[config.mk]
export PLATFORM = sky130hd
export DESIGN_NAME = subtractor_serial
export DESIGN_NICKNAME = d
export VERILOG_FILES = /design/src/rtl/subtractor_serial_pkg.sv /design/src/rtl/subtractor_serial_full_subtractor.sv /design/src/rtl/subtractor_serial.sv
export SDC_FILE = /design/constraint.sdc
export NUM_CORES = 1
export LEC_CHECK = 0
export ABC_CLOCK_PERIOD_IN_PS = 3650
export BUFFER_PORTS_ARGS = -buffer_cell sky130_fd_sc_hd__buf_4
export CORE_MARGIN = 4
export CORE_UTILIZATION = 45
export DETAILED_ROUTE_END_ITERATION = 10
export PLACE_DENSITY = 0.65
export SYNTH_ARGS = -nofsm -noshare
export SYNTH_HDL_FRONTEND = slang
export SYNTH_SLANG_ARGS = --single-unit
[constraint.sdc]
create_clock -name clk -period 3.65 [get_ports clk]
set_input_delay 0.365 -clock clk [delete_from_list [all_inputs] [get_ports clk]]
set_output_delay 0.365 -clock clk [all_outputs]
set_load 0.1 [all_outputs]
[src/rtl/subtractor_serial_pkg.sv]
// Shared definitions for the bit-serial subtractor: default width, FSM states,
// and the bit-counter sizing rule.
package subtractor_serial_pkg;

  localparam int WIDTH_DEF = 9;

  typedef enum logic [1:0] {
    S_IDLE = 2'd0,
    S_RUN  = 2'd1,
    S_DONE = 2'd2
  } state_t;

  // The counter must hold WIDTH+1 after the last increment.
  function automatic int cnt_w(input int width);
    return $clog2(width + 2);
  endfunction

  localparam int CNT_W_DEF = cnt_w(WIDTH_DEF);

endpackage

[src/rtl/subtractor_serial_full_subtractor.sv]
// Single-bit full subtractor cell; the counterpart of the full adder, reusable
// for a ripple subtractor.
module full_subtractor (
  output logic bout,
  output logic diff,
  input  logic a,
  input  logic b,
  input  logic bin
);

  assign diff = a ^ b ^ bin;
  assign bout = (~a & b) | (~(a ^ b) & bin);

endmodule

[src/rtl/subtractor_serial.sv]
// Bit-serial borrow-ripple subtractor: out = in0 - in1, one bit per clock,
// LSB first, with a start/done handshake.
module subtractor_serial
  import subtractor_serial_pkg::*;
#(
  parameter int WIDTH = WIDTH_DEF
) (
  input  logic           clk,
  input  logic           reset,
  input  logic           start,
  input  logic [WIDTH:0] in0,
  input  logic [WIDTH-1:0] in1,
  output logic           busy,
  output logic           done,
  output logic [WIDTH:0] out,
  output logic           borrow
);

  localparam int CW = cnt_w(WIDTH);

  state_t         state_q, state_d;
  logic [WIDTH:0] a_q, a_d, b_q, b_d, r_q, r_d, out_q, out_d;
  logic           bin_q, bin_d, borrow_q, borrow_d;
  logic [CW-1:0]  cnt_q, cnt_d;
  logic           d, bout;

  full_subtractor u_fs (
    .bout (bout),
    .diff (d),
    .a    (a_q[0]),
    .b    (b_q[0]),
    .bin  (bin_q)
  );

  always_comb begin
    state_d  = state_q;
    a_d      = a_q;
    b_d      = b_q;
    r_d      = r_q;
    bin_d    = bin_q;
    cnt_d    = cnt_q;
    out_d    = out_q;
    borrow_d = borrow_q;
    case (state_q)
      S_IDLE: begin
        if (start) begin
          state_d = S_RUN;
          a_d     = in0;
          b_d     = {1'b0, in1};
          bin_d   = 1'b0;
          cnt_d   = '0;
        end
      end
      S_RUN: begin
        r_d   = {d, r_q[WIDTH:1]};
        a_d   = a_q >> 1;
        b_d   = b_q >> 1;
        bin_d = bout;
        cnt_d = cnt_q + 1'b1;
        // Results are published only once the top bit is in, so callers
        // never observe a partially shifted difference.
        if (cnt_q == CW'(WIDTH)) begin
          state_d  = S_DONE;
          out_d    = {d, r_q[WIDTH:1]};
          borrow_d = bout;
        end
      end
      S_DONE:  state_d = S_IDLE;
      default: state_d = S_IDLE;
    endcase
  end

  always_ff @(posedge clk or posedge reset) begin
    if (reset) begin
      state_q  <= S_IDLE;
      a_q      <= '0;
      b_q      <= '0;
      r_q      <= '0;
      bin_q    <= 1'b0;
      cnt_q    <= '0;
      out_q    <= '0;
      borrow_q <= 1'b0;
    end else begin
      state_q  <= state_d;
      a_q      <= a_d;
      b_q      <= b_d;
      r_q      <= r_d;
      bin_q    <= bin_d;
      cnt_q    <= cnt_d;
      out_q    <= out_d;
      borrow_q <= borrow_d;
    end
  end

  assign busy   = (state_q != S_IDLE);
  assign done   = (state_q == S_DONE);
  assign out    = out_q;
  assign borrow = borrow_q;

endmodule

Yosys cells after proc, flatten, opt, wreduce, memory -nomap -nowiden
Index checks and enable logic that the tools add are counted.
- bits in registers: 48
- input bits: 22
- logic and storage cells: 38
- add/sub/neg operators: 1
- equality and inequality tests: 5
- muxes and demuxes: 11
- bitwise logic cells: 7
- reduce and logical (&&, ||, !) cells: 6
- operators by type and width (kind ; number):
    case mux 10 bit (2 select lines) ; 2
    2-to-1 mux 10 bit ; 2
    case mux 4 bit (2 select lines) ; 1
    AND reduction 2 bit ; 3
    adder 4 x 1 -> 4 bit (second input constant) ; 1
    == test 4 bit (second input constant) ; 1
    2-to-1 mux 2 bit ; 2
    2-to-1 mux 4 bit ; 1
    inequality test 2 bit (second input constant) ; 2
    case mux 2 bit (2 select lines) ; 1
    nonzero test 2 bit ; 2
    AND 1 bit ; 2
    == test 2 x 1 -> 1 bit (second input constant) ; 1
    == test 2 bit (second input constant) ; 1
    zero test 2 bit ; 1
    NOT 1 bit ; 2
    case mux 1 bit (2 select lines) ; 1
    bitwise XOR 1 bit ; 2
    2-to-1 mux 1 bit ; 1
    OR 1 bit ; 1

Longest topological paths before layout
- depth after elaboration: 5
- gate-level depth with buffers: 5
- mapped depth without buffers: 4

By module
From an unflattened synthesis, not the netlist that was laid out.
- cell total of the unflattened synthesis: 202
- area, all modules: 2059.5 um^2
- by module, submodules not included (module ; instances ; cells each ; area an instance (um^2)):
    subtractor_serial ; 1 ; 198 ; 2028.2
    full_subtractor ; 1 ; 4 ; 31.3

Least setup slack after synthesis
Ideal clock, no wire load.
- path type: register -> output
- start: register state_q[0]
- end: output done
- arrival time: 2.067 ns
- data required time: 3.285 ns
- setup slack: 1.218 ns
- stages on the path, launching flop included: 4
- path buffers: 2
- cell sequence: dfrtp_1 -> buf_2 -> buf_2 -> nor2b_1
- longest elaborated chain between the ends: 1
- ends and longest elaborated chain (element ; line ; text):
    start, declared ; subtractor_serial.sv:21 ; state_t state_q, state_d;
    start signal, assigned ; subtractor_serial.sv:84 ; state_q <= state_d;
    == test 2 bit ; subtractor_serial.sv:96 ; assign done = (state_q == S_DONE);
    end, declared ; subtractor_serial.sv:14 ; output logic done,
Every way passes these cells.

Worst setup path in the final report
- start: register state_q[1]
- end: register out_q[7] (netlist: out[7])
- longest elaborated chain between the ends: 2
- ends and longest elaborated chain (element ; line ; text):
    == test 2 x 1 -> 1 bit ; subtractor_serial.sv:44 ; case (state_q)
    AND reduction 2 bit (no line) ; n/a ;
    end signal, assigned ; subtractor_serial.sv:90 ; out_q <= out_d;
    end, declared ; subtractor_serial.sv:22 ; logic [WIDTH:0] a_q, a_d, b_q, b_d, r_q, r_d, out_q, out_d;
Every way passes these cells.
A chain may end at the register's enable or synchronous reset.

==> run metrics <==
ANT nets after route=0; largest cells by area after synthesis=dfrtp_1, nand2_1, and3b_1, o21ai_0, mux2_1; largest net degree at the start of global routing=47; GRT Overall Usage=0.145; final worst path period need=approximately 2.2 ns; setup TNS=0 ns; fin cells=roughly 280; worst vdd ir=~0.36 mV; WP data required=~3.8 ns; share of cells above drive strength 1=0.208; most instantiated library cell after synthesis=nand2_1; overall power consumption=around 2300 uW; final setup fails=0; Mapped Avg Cell Area=~10 sq um; Reg-to-Reg End=out[7]$_DFFE_PP0P_; DIE WIDTH=75.4 microns; R2R cell count=3; Synth Warn #=0; Initial Util=0.467; Slew Limit Fails=0; fmax=approximately 460 MHz; vias in the first global route=1423; synth unique cells=27; RSZ-0062 raised after global routing=false; Avg WL per Cell=between 10 and 15 microns; Max stage delay on crit path=approximately 0.63 ns; Post-Synthesis Cell Area=2050 sq um; EDFF count, synth=0; Layout Nets=about 260; largest area contributor in the netlist=dfrtp_1; Die Height=roughly 75 microns; Placed Cells=275; sequential area share after synthesis=0.563; row cnt=24; clk sinks=46; Tcrit/Tclk final=0.591; CTS Buffer Depth=2; LEAKAGE=between 0.001 and 0.0015 uW; Max Cap Violations=0; gr ovfl total=0; # DRC=0; final WL=3660 microns; initial DRC count=57; CP Launch Type=flip-flop; pre-CTS setup slack=1.47 ns; syn nets=around 230; Post-Synthesis Cells=200; power per cell area=932 nW/um^2; R2R setup slack=~1.5 ns; Seq cells post-synth=46; TritonCTS clock tree=built; Hold Crit Class=in -> async; crit path capture type=flip-flop; Max FO, Critical Path=25; asr flop ratio synth=1.00; Clock Latency Late Sink=0.30 ns; Worst Max-Slew Pin Slew=about 0.94 ns; DPL Wire Length=2390 microns; vias after detailed routing=1454; CTS clk-pin slew, worst paths=approximately 0.090 ns; RR Startpoint=state_q[1]$_DFFE_PP0P_; # IOs=35; Worst Skew=around 0.0080 ns; CTS root buf=clkbuf_8; Post-CTS Setup Inserts=0; Worst EP arrival=approximately 2.4 ns; Syn-to-layout area delta=18.5%; H-Tree Depth=2; Crit Path Category=reg -> reg; Synth top area share=0.563; initial antenna violation count=0; endpoints failing hold=0; post_cts resized=0; Vias per Instance=5.14; hold_buf cts=0; drt pass-1 iters=4; first-pass GRT wire length=approximately 6300 microns; die area=about 5700 sq um; slowest CP cell=dfrtp_1; final worst slack=between 1 and 1.5 ns; ant diodes=0; CP cell instances=nor2b_1 > and4_4 > mux2_2; Post-synth top cells=nand2_1, dfrtp_1, o21ai_0, a21oi_1, and3b_1; Core Region=~4400 sq um; GP Congestion=roughly 0.71; Worst slew margin=0.374; cts bufs inserted=5; status=completed; Top FF cell, synth=dfrtp_1; PortBufs=34
[sequential cells by signal (all words and copies together), names as in the netlist]
| signal | flops |
|---|---|
| a_q | 10 |
| b_q | 9 |
| bin_q | 1 |
| borrow | 1 |
| cnt_q | 4 |
| out | 10 |
| r_q | 9 |
| state_q | 2 |
[cells in the final DEF (no fill, tap or decap), types with 2 or more instances in the layout]
master / instances
a21oi_1: 15
a22oi_1: 2
a41oi_1: 2
and3b_1: 15
buf_4: 36
clkbuf_8: 5
dfrtp_1: 46
ha_1: 2
inv_1: 7
mux2_1: 8
mux2_2: 2
nand2_1: 49
nor2b_1: 4
o21ai_0: 20
o22ai_1: 3
[area by class of cell]
| class | count | area, sq um |
|---|---|---|
| Clock buffer | 6 | 72.6 |
| Clock inverter | 2 | 37.5 |
| Fill cell | 415 | 1960 |
| Inverter | 8 | 30.0 |
| Multi-Input combinational cell | 133 | 798 |
| Sequential cell | 46 | 1150 |
| Tap cell | 52 | 65.1 |
| Timing Repair Buffer | 36 | 270 |
[layer usage]
metal | up-vias | track usage | part of all wire
met5 | - | 0 | 0
met4 | 0 | 0.0350 | 0.012
met3 | 6 | 0.0528 | 0.063
met2 | 50 | 0.226 | 0.45
met1 | 664 | 0.194 | 0.47
li1 | 734 | - | -
[worst max-delay path: cells and delay by family (launching register included)]
family,cells,cell delay (ns)
muxes,1,0.36
DFF,1,0.63
and+or+nand+nor,2,1.06
[worst max path at each step]
stage	endpoint	slack [ns]	startpoint
CTS	out[7]$_DFFE_PP0P_	1.44	state_q[1]$_DFFE_PP0P_
detailed placement	out[7]$_DFFE_PP0P_	1.47	state_q[1]$_DFFE_PP0P_
global route	out[4]$_DFFE_PP0P_	1.23	state_q[1]$_DFFE_PP0P_
finish	out[7]$_DFFE_PP0P_	1.49	state_q[1]$_DFFE_PP0P_
floorplan	done	1.22	state_q[0]$_DFFE_PP0P_
global placement	out[7]$_DFFE_PP0P_	1.47	state_q[1]$_DFFE_PP0P_
[kinds of logic (layout without fill, tap and decap cells)]
family	Yosys count	in the layout	share of synthesized area
AO/OA/AOI/OAI	46	46	0.124
adder cells (fa/ha/maj)	3	3	0.0220
buffers and inverters	21	52	0.0471
flip-flops	46	46	0.563
multiplexers	11	11	0.0599
AND/OR/NAND/NOR	73	73	0.184
[power by group]
part	total, uW	internal, uW	switching, uW
Clock	376	204	171
Sequential	855	714	141
Combinational	1030	297	732
Total	2260	1210	1050
[through the flow]
stage	utilization	hold WS, ns	instance area, sq um
finish	0.553	0.278	2420
global placement	0.528	0.461	2310
global route	0.553	0.309	2420
floorplan	-	0.442	2050
CTS	0.553	0.316	2420
detailed placement	0.528	0.463	2310
No activity file was read; power rests on OpenSTA's default activity.
